$ cat config.mk
export PLATFORM = sky130hd
export DESIGN_NAME = tft_spi_receiver
export DESIGN_NICKNAME = d
export VERILOG_FILES = /design/src/rtl/tft_spi_receiver_pkg.sv /design/src/rtl/tft_spi_receiver_fifo.sv /design/src/rtl/tft_spi_receiver.sv
export SDC_FILE = /design/constraint.sdc
export NUM_CORES = 1
export LEC_CHECK = 0
export ABC_AREA = 0
export BUFFER_PORTS_ARGS = -buffer_cell sky130_fd_sc_hd__buf_2
export CELL_PAD_IN_SITES_DETAIL_PLACEMENT = 1
export CELL_PAD_IN_SITES_GLOBAL_PLACEMENT = 1
export CORE_ASPECT_RATIO = 1.2
export CORE_MARGIN = 2
export CORE_UTILIZATION = 44
export DETAILED_ROUTE_END_ITERATION = 8
export PLACE_DENSITY_LB_ADDON = 0.2
export SYNTH_ARGS = -nofsm -noshare
export SYNTH_HDL_FRONTEND = slang
export SYNTH_SLANG_ARGS = --single-unit
$ cat constraint.sdc
create_clock -name MasterCLK -period 2.55 [get_ports MasterCLK]
set_clock_uncertainty 0.1 [all_clocks]
set_input_delay 0.255 -clock MasterCLK [delete_from_list [all_inputs] [get_ports MasterCLK]]
set_output_delay 0.255 -clock MasterCLK [all_outputs]
set_load 0.005 [all_outputs]
$ cat src/rtl/tft_spi_receiver_pkg.sv
// tft_spi_receiver_pkg: definitions shared by the TFT SPI transmitter and receiver.
// Holds the default word width, FIFO sizing, the RS (command/data) encoding,
// the chip-select active level and the idle level of every link pin.
package tft_spi_receiver_pkg;

    localparam int WORD_BITS      = 16;
    localparam int FIFO_DEPTH     = 4;
    localparam int FIFO_ADDR_BITS = 2;

    localparam logic RS_CMD    = 1'b0;
    localparam logic RS_DATA   = 1'b1;
    localparam logic CS_ACTIVE = 1'b0;

    localparam logic SPI_CLK_IDLE  = 1'b0;
    localparam logic SPI_MOSI_IDLE = 1'b0;
    localparam logic SPI_CS_IDLE   = ~CS_ACTIVE;
    localparam logic RS_IDLE       = RS_CMD;

    function automatic logic cs_selected(input logic cs);
        return cs == CS_ACTIVE;
    endfunction

endpackage

$ cat src/rtl/tft_spi_receiver_fifo.sv
// sync_fifo: single-clock first-word-fall-through FIFO.
// Ports: clk_i/rst_i (async active-high reset), push_i/din_i write side,
// pop_i read side (ignored when empty), full_o/empty_o status, and dout_o,
// which shows the head entry whenever the FIFO is not empty and 0 otherwise.
// A push while full is accepted only when a pop happens in the same cycle.
module sync_fifo #(
    parameter int Width    = 17,
    parameter int Depth    = 4,
    parameter int AddrBits = 2
) (
    input  logic             clk_i,
    input  logic             rst_i,
    input  logic             push_i,
    input  logic             pop_i,
    input  logic [Width-1:0] din_i,
    output logic             full_o,
    output logic             empty_o,
    output logic [Width-1:0] dout_o
);

    logic [Width-1:0]  mem_q [Depth];
    logic [AddrBits-1:0] wr_ptr_q, wr_ptr_d, rd_ptr_q, rd_ptr_d;
    logic [AddrBits:0]   count_q, count_d;
    logic do_push, do_pop;

    assign empty_o = count_q == '0;
    assign full_o  = count_q == (AddrBits + 1)'(Depth);
    assign do_pop  = pop_i & ~empty_o;
    assign do_push = push_i & (~full_o | do_pop);
    assign dout_o  = empty_o ? '0 : mem_q[rd_ptr_q];

    // Pointers are exactly AddrBits wide, so they wrap modulo Depth on their own.
    always_comb begin
        wr_ptr_d = do_push ? wr_ptr_q + 1'b1 : wr_ptr_q;
        rd_ptr_d = do_pop ? rd_ptr_q + 1'b1 : rd_ptr_q;
        count_d  = count_q + (AddrBits + 1)'(do_push) - (AddrBits + 1)'(do_pop);
    end

    always_ff @(posedge clk_i or posedge rst_i) begin
        if (rst_i) begin
            wr_ptr_q <= '0;
            rd_ptr_q <= '0;
            count_q  <= '0;
        end else begin
            wr_ptr_q <= wr_ptr_d;
            rd_ptr_q <= rd_ptr_d;
            count_q  <= count_d;
        end
    end

    // Storage needs no reset: dout_o is masked while the FIFO is empty.
    always_ff @(posedge clk_i) begin
        if (do_push) mem_q[wr_ptr_q] <= din_i;
    end

endmodule

$ cat src/rtl/tft_spi_receiver.sv
// tft_spi_receiver: slave-side deserializer for the TFT SPI link.
// Ports: MasterCLK system clock; Reset async active-high; SPI_CLK/SPI_MOSI/
// SPI_CS/RS raw link pins (asynchronous to MasterCLK); OutData/OutRS/OutValid
// head of the receive FIFO, consumed with OutReady; Overflow and FrameError
// sticky error flags cleared by ClearErr; WordCount counts accepted words.
module tft_spi_receiver
    import tft_spi_receiver_pkg::*;
#(
    parameter int WordBits     = WORD_BITS,
    parameter int FifoDepth    = FIFO_DEPTH,
    parameter int FifoAddrBits = FIFO_ADDR_BITS
) (
    input  logic                MasterCLK,
    input  logic                Reset,
    input  logic                SPI_CLK,
    input  logic                SPI_MOSI,
    input  logic                SPI_CS,
    input  logic                RS,
    output logic [WordBits-1:0] OutData,
    output logic                OutRS,
    output logic                OutValid,
    input  logic                OutReady,
    output logic                Overflow,
    output logic                FrameError,
    input  logic                ClearErr,
    output logic [15:0]         WordCount
);

    localparam int CntBits = $clog2(WordBits);

    logic clk_meta_q, clk_s_q, clk_h_q;
    logic mosi_meta_q, mosi_s_q;
    logic cs_meta_q, cs_s_q, cs_h_q;
    logic rs_meta_q, rs_s_q;

    logic [WordBits-1:0] shift_q, shift_d, shift_nxt;
    logic [CntBits-1:0]  bitcnt_q, bitcnt_d;
    logic                overflow_q, overflow_d, frame_q, frame_d;
    logic [15:0]         wcount_q, wcount_d;

    logic rise, cs_deselect, last_bit, push, frame_set;
    logic fifo_full, fifo_empty, pop, ovf_set, accept;
    logic [WordBits:0] fifo_dout;

    // Two-flop synchronizers; CLK and CS get a third history flop for edge detection.
    always_ff @(posedge MasterCLK or posedge Reset) begin
        if (Reset) begin
            clk_meta_q  <= SPI_CLK_IDLE;
            clk_s_q     <= SPI_CLK_IDLE;
            clk_h_q     <= SPI_CLK_IDLE;
            mosi_meta_q <= SPI_MOSI_IDLE;
            mosi_s_q    <= SPI_MOSI_IDLE;
            cs_meta_q   <= SPI_CS_IDLE;
            cs_s_q      <= SPI_CS_IDLE;
            cs_h_q      <= SPI_CS_IDLE;
            rs_meta_q   <= RS_IDLE;
            rs_s_q      <= RS_IDLE;
        end else begin
            clk_meta_q  <= SPI_CLK;
            clk_s_q     <= clk_meta_q;
            clk_h_q     <= clk_s_q;
            mosi_meta_q <= SPI_MOSI;
            mosi_s_q    <= mosi_meta_q;
            cs_meta_q   <= SPI_CS;
            cs_s_q      <= cs_meta_q;
            cs_h_q      <= cs_s_q;
            rs_meta_q   <= RS;
            rs_s_q      <= rs_meta_q;
        end
    end

    assign rise        = clk_s_q & ~clk_h_q;
    assign cs_deselect = !cs_selected(cs_s_q) && cs_selected(cs_h_q);
    assign last_bit    = bitcnt_q == CntBits'(WordBits - 1);
    assign shift_nxt   = {shift_q[WordBits-2:0], mosi_s_q};

    // A deselect edge cannot coincide with an accepted rise, since the rise
    // needs CS selected, so the two branches are mutually exclusive.
    always_comb begin
        shift_d   = shift_q;
        bitcnt_d  = bitcnt_q;
        push      = 1'b0;
        frame_set = 1'b0;
        if (rise && cs_selected(cs_s_q)) begin
            shift_d  = shift_nxt;
            bitcnt_d = last_bit ? '0 : bitcnt_q + 1'b1;
            push     = last_bit;
        end else if (cs_deselect && bitcnt_q != '0) begin
            shift_d   = '0;
            bitcnt_d  = '0;
            frame_set = 1'b1;
        end
    end

    // A full FIFO only takes the new word if the head leaves in the same cycle.
    assign pop      = ~fifo_empty & OutReady;
    assign ovf_set  = push & fifo_full & ~pop;
    assign accept   = push & ~ovf_set;

    always_comb begin
        overflow_d = ClearErr ? 1'b0 : overflow_q | ovf_set;
        frame_d    = ClearErr ? 1'b0 : frame_q | frame_set;
        wcount_d   = accept ? wcount_q + 16'd1 : wcount_q;
    end

    always_ff @(posedge MasterCLK or posedge Reset) begin
        if (Reset) begin
            shift_q    <= '0;
            bitcnt_q   <= '0;
            overflow_q <= 1'b0;
            frame_q    <= 1'b0;
            wcount_q   <= '0;
        end else begin
            shift_q    <= shift_d;
            bitcnt_q   <= bitcnt_d;
            overflow_q <= overflow_d;
            frame_q    <= frame_d;
            wcount_q   <= wcount_d;
        end
    end

    sync_fifo #(
        .Width    (WordBits + 1),
        .Depth    (FifoDepth),
        .AddrBits (FifoAddrBits)
    ) u_fifo (
        .clk_i   (MasterCLK),
        .rst_i   (Reset),
        .push_i  (push),
        .pop_i   (pop),
        .din_i   ({rs_s_q, shift_nxt}),
        .full_o  (fifo_full),
        .empty_o (fifo_empty),
        .dout_o  (fifo_dout)
    );

    assign OutData    = fifo_dout[WordBits-1:0];
    assign OutRS      = fifo_dout[WordBits];
    assign OutValid   = ~fifo_empty;
    assign Overflow   = overflow_q;
    assign FrameError = frame_q;
    assign WordCount  = wcount_q;

endmodule

Word-level counts from Yosys, hierarchy flattened
Memories as Yosys holds them, arrays and structs flattened.
Index checks and enable logic that the tools add are counted.
{ "word_totals": {"wordCells": 63, "inputBits": 8, "ff_bits": 54, "out_inout_bits": 36, "mem_count": 1, "ram_bits": 68} }
{ "op_classes": {"n_eq_ne": 2, "addsub": 6, "bitwise_logic": 17, "n_reduce_logical": 6, "mux": 13} }
{ "memory_table": {"columns": ["name", "depth", "width", "read_ports", "rd_ports_with_merged_regs", "write_ports", "line", "rtl"], "rows": [
  ["u_fifo.mem_q", 4, 17, 1, 0, 1, "tft_spi_receiver_fifo.sv:21", "logic [Width-1:0] mem_q [Depth];"]
]} }
{ "op_table": {"columns": ["operator", "count"], "rows": [
  ["15-bit two-way mux", 2],
  ["17-bit two-way mux", 1],
  ["16-bit by 1-bit adder with 16-bit output (second input constant)", 1],
  ["4-bit two-way mux", 3],
  ["1-bit AND", 7],
  ["1-bit two-way mux", 7],
  ["1-bit NOT", 7],
  ["2-bit by 1-bit adder with 2-bit output (second input constant)", 2],
  ["4-bit by 1-bit adder with 4-bit output (second input constant)", 1],
  ["4-bit equality test (second input constant)", 1],
  ["4-bit nonzero test", 1],
  ["3-bit by 1-bit adder with 3-bit output", 1],
  ["3-bit equality test (second input constant)", 1],
  ["1-bit logical AND", 3],
  ["3-bit logical NOT", 1],
  ["1-bit OR", 3],
  ["3-bit by 1-bit subtractor with 3-bit output", 1],
  ["2-bit nonzero test", 1]
]} }

Logic depth before layout (Yosys ltp)
{ "depth": {"ltp_word": 8, "mapped_depth": 9, "mapped_depth_nobuf": 7} }

Cells and area by module
Synthesis repeated with hierarchy kept, for this count alone.
{ "unflattened": {"hier_cells": 315, "hier_area_um2": 4913.5} }
{ "modules_own_cells": {"columns": ["module", "n_inst", "seq_area_each_um2", "area_each_um2", "cells_per_inst"], "rows": [
  ["sync_fifo", 1, 2217.1, 3000.4, 145],
  ["tft_spi_receiver", 1, 1179.9, 1913.1, 170]
]} }

Worst setup path before layout
Ideal clock, no wire load.
{ "synth_path": {"path_kind": "reg2reg", "startpoint": "reg clk_h_q", "endpoint": "mem u_fifo.mem_q[0][0] (enable)", "n_path_buf": 2, "stages_incl_launch_ff": 7, "t_arrival_ns": 2.022, "required_ns": 2.075, "path_slack_ns": 0.054, "period_less_slack_ns": 2.496, "setup_time_ns": 0.375, "path_cell_list": "dfrtp_1 -> or3b_1 -> or3_1 -> buf_2 -> inv_1 -> buf_4 -> and2_1"} }
{ "synth_via": {"elab_chain_len": 7} }
{ "synth_rtl": {"columns": ["element", "line", "rtl"], "rows": [
  ["start, declared", "tft_spi_receiver.sv:31", "logic clk_meta_q, clk_s_q, clk_h_q;"],
  ["start signal, assigned", "tft_spi_receiver.sv:61", "clk_h_q <= clk_s_q;"],
  ["1-bit NOT", "tft_spi_receiver.sv:72", "assign rise = clk_s_q & ~clk_h_q;"],
  ["1-bit AND", "tft_spi_receiver.sv:72", null],
  ["1-bit logical AND", "tft_spi_receiver.sv:84", "if (rise && cs_selected(cs_s_q)) begin"],
  ["1-bit two-way mux", "tft_spi_receiver.sv:84", null],
  ["1-bit AND", "tft_spi_receiver_fifo.sv:29", "assign do_push = push_i & (~full_o | do_pop);"],
  ["named net u_fifo.do_push", "tft_spi_receiver_fifo.sv:24", "logic do_push, do_pop;"],
  ["1-bit two-way mux", "tft_spi_receiver_fifo.sv:53", "if (do_push) mem_q[wr_ptr_q] <= din_i;"],
  ["1-bit two-way mux (implied by the code)", "tft_spi_receiver_fifo.sv:53", null],
  ["end, declared", "tft_spi_receiver_fifo.sv:21", null]
]} }
The timed path passes the listed nets, and every way through them passes these cells.

Worst setup path in the final report
{ "layout_path": {"startpoint": "reg u_fifo.rd_ptr_q[0]", "endpoint": "out OutData[13]"} }
{ "layout_via": {"elab_chain_len": 2} }
{ "layout_rtl": {"columns": ["element", "line", "rtl"], "rows": [
  ["start, declared", "tft_spi_receiver_fifo.sv:22", "logic [AddrBits-1:0] wr_ptr_q, wr_ptr_d, rd_ptr_q, rd_ptr_d;"],
  ["start signal, assigned", "tft_spi_receiver_fifo.sv:46", "rd_ptr_q <= rd_ptr_d;"],
  ["memory 4 x 17 bit", null, null],
  ["17-bit two-way mux", "tft_spi_receiver_fifo.sv:30", "assign dout_o = empty_o ? '0 : mem_q[rd_ptr_q];"],
  ["end, declared", "tft_spi_receiver.sv:19", "output logic [WordBits-1:0] OutData,"]
]} }
No other way between the ends.

==> summary.md <==
| Metric | Value |
|---|---|
| Total track usage | `0.184` |
| DRC Markers | `0` |
| Final setup margin | `0.265 ns` |
| Routed len/inst | `18.2 um` |
| Setup_tns | `0 ns` |
| Worst slew pin tran | `about 0.53 ns` |
| Async S/R FF share, synth | `0.443` |
| Global route overflow | `0` |
| Clock buffer depth | `2` |
| Period utilisation layout | `0.896` |
| Largest net degree at the start of global routing | `26` |
| Min-Delay Path Depth | `4` |
| Port buffer count | `43` |
| DP HPWL | `6.10 mm` |
| Worst R2R Path Depth | `7` |
| Cell Count Post-Placement | `494` |
| Area share of the largest cell type after synthesis | `0.422` |
| ANT cells | `0` |
| Core footprint | `10,600 um2` |
| Synth warn | `0` |
| Clock-pin slew on the worst setup and hold paths | `roughly 0.050 ns` |
| Clk_lat worst skew | `~0.40 ns` |
| Worst hold margin | `0.138 ns` |
| Setup CP Type | `reg -> out` |
| I/O Pins | `44` |
| Unrepaired setup endpoints after global routing | `false` |
| DR vias | `2,789` |
| Slowest Stage Delay on Critical Path | `0.57 ns` |
| Std-Cell Rows | `41` |
| Distinct cells, synth | `32` |
| WL final | `9.67 mm` |
| Synth cell count leaders | `edfxtp_1, dfrtp_1, nand2_1, and2_1, o21ai_0` |
| Crit path capture type | `output pin` |
| 1st-iter DRT viols | `around 110` |
| Final hold viol count | `0` |
| Synth area leaders | `edfxtp_1, dfrtp_1, mux4_2, nand2_1, and2_1` |
| Pwr Density | `951 nW/um2` |
| H-tree depth | `4` |
| Mapped Area | `4840 um2` |
| HP Start | `OutReady` |
| Initial antenna violation count | `0` |
| Die ar. | `11,900 um2` |
| Worst Path Required | `2.19 ns` |
| Reg2reg start | `u_fifo.count_q[1]` |
| Worst vdd ir | `0.535 mV` |
| Yosys top cell by area | `edfxtp_1` |
| Post-synthesis cell count | `321` |
| Final setup fails | `0` |
| Seq cells post-synth | `between 100 and 150` |
| Final nets | `408` |
| Count leader, synth | `edfxtp_1` |
| Share of cells above drive strength 1 | `0.263` |
| Leakage | `2.38 nW` |
| Status | `finished clean` |
| CTS tree | `yes` |
| Die H | `119 um` |
| Critical-path top delay cell | `mux4_2` |
| R2R Setup Slk | `0.28 ns` |
| Fill cell total of the finished layout | `1,028` |
| CP cell instances | `buf_4 -> mux4_2 -> and2_1 -> buf_2` |
| Critical path launch point type | `register` |
| Clk sinks | `122` |
| Post-cts sizing count | `0` |
| Tightest Hold Check Type | `in -> reg` |
| Mean post-synth cell area | `15.1 um2` |
| Die Span X | `99.7 um` |
| Dominant synthesized flop cell | `edfxtp_1` |
| Area Overhead vs Synth | `22.5%` |
| Starting Density | `0.456` |
| Vias in the first global route | `3,131` |
| Syn Nets | `339` |
| Place WS | `roughly 0.25 ns` |
| Sequential element share of the synthesized area | `0.702` |
| Global-route wire length before repair | `16.4 mm` |
| Root Buffer | `clkbuf_16` |
| Hold Crit Endpoint | `Overflow` |
| FMAX | `0.438 GHz` |
| Largest fanout on the critical path | `19` |
| Slew Viols, Final | `0` |
| Placer congestion estimate | `0.712` |
| Relative slew slack | `0.644` |
| RR Endpoint | `u_fifo.count_q[2]` |
| Pre-antenna DRT Iters | `4` |
| CP arrival | `1.93 ns` |
| Post-route ant nets | `0` |
| Via-to-Cell Ratio | `approximately 5.2` |
| Count of non-filler cells in the finished layout | `532` |
| Tmin final | `~2.3 ns` |
| Max-cap viol count | `0` |
| EDFF count, synth | `between 60 and 70` |
| Num CTS Buffers | `17` |
## metrics by stage
stage | power, mW | util | area [um2]
after floorplan | 2.94 | - | 4840
after global placement | 3.24 | 0.496 | 5270
after detailed placement | 3.28 | 0.496 | 5270
after CTS | 5.73 | 0.558 | 5930
after global routing | 5.91 | 0.558 | 5930
final | 5.64 | 0.558 | 5930
## critical path, delay by kind of cell (launching register included)
family	cells	cell delay (ns)
muxes	1	0.57
DFF	1	0.32
and+or+nand+nor	1	0.17
buffers and inverters	2	0.47
## layout by cell type, fill, tap and decap left out, types with 4 or more instances in the layout
| master | n |
|---|---|
| nor2_1 | 6 |
| inv_1 | 10 |
| o21ai_0 | 19 |
| edfxtp_1 | 68 |
| xor2_1 | 6 |
| clkbuf_16 | 17 |
| ha_1 | 9 |
| buf_4 | 15 |
| nand2_1 | 44 |
| xnor2_1 | 14 |
| and2_1 | 23 |
| bufinv_16 | 4 |
| mux4_2 | 17 |
| clkbuf_1 | 6 |
| nand4_1 | 8 |
| nand3_1 | 5 |
| buf_2 | 43 |
| dlygate4sd3_1 | 6 |
| nor3_1 | 4 |
| dfrtp_1 | 51 |
## metal layers
metal | global-route usage | routed length (um)
met5 | 0 | 0
met4 | 0.0676 | 153
met3 | 0.0522 | 379
met2 | 0.307 | 4970
met1 | 0.228 | 4170
## how the worst max path moves through the flow
stage / start / endpoint / slack [ns] / cells past startpoint
2_1_floorplan: clk_h_q / u_fifo.mem_q[0][0] / 0.05 / 6
3_3_place_gp: u_fifo.count_q[1] / u_fifo.count_q[2] / 0.36 / 7
3_5_place_dp: u_fifo.count_q[1] / u_fifo.count_q[2] / 0.25 / 7
4_1_cts: u_fifo.rd_ptr_q[0] / OutData[2] / 0.21 / 4
5_1_grt: u_fifo.rd_ptr_q[0] / OutData[2] / 0.14 / 4
6_report: u_fifo.rd_ptr_q[0] / OutData[13] / 0.27 / 4
## layout make-up
| class | count | area (um2) | share of cell area |
|---|---|---|---|
| multi-input cells | 174 | 1340 | 0.227 |
| well taps | 129 | 161 | 0.0272 |
| inverters | 11 | 41.3 | 0.00697 |
| repair buffers | 64 | 388 | 0.0654 |
| clock buffers | 23 | 448 | 0.0756 |
| flip-flops and latches | 122 | 3400 | 0.573 |
| clock inverters | 9 | 149 | 0.0251 |
## flip-flops by register name, indices dropped and copies added (netlist names)
signal and count:
mosi_meta_q 1, clk_s_q 1, FrameError 1, clk_h_q 1, u_fifo.rd_ptr_q 2, u_fifo.wr_ptr_q 2, u_fifo.count_q 3, cs_h_q 1
cs_meta_q 1, cs_s_q 1, clk_meta_q 1, WordCount 16, rs_meta_q 1, rs_s_q 1, shift_q 15, mosi_s_q 1
Overflow 1, u_fifo.mem_q 68, bitcnt_q 4
## report_power, final
| part | internal [mW] | switching [mW] |
|---|---|---|
| logic | 0.488 | 0.458 |
| clock network | 1.63 | 0.793 |
| registers | 2.19 | 0.0817 |
| total | 4.30 | 1.33 |
## repair_timing
action,CTS,global route
buffers inserted,0,0
hold buffers,6,0
hold endpoints to repair,26,0
## logic make-up after synthesis
logic type | share of synthesized area
compound gates | 0.0272
mux | 0.0815
flops | 0.702
simple gates | 0.104
fa+ha+maj | 0.0274
buf+inv | 0.0212
xor+xnor | 0.0362
Note: power is estimated with default switching activity, not from simulation.
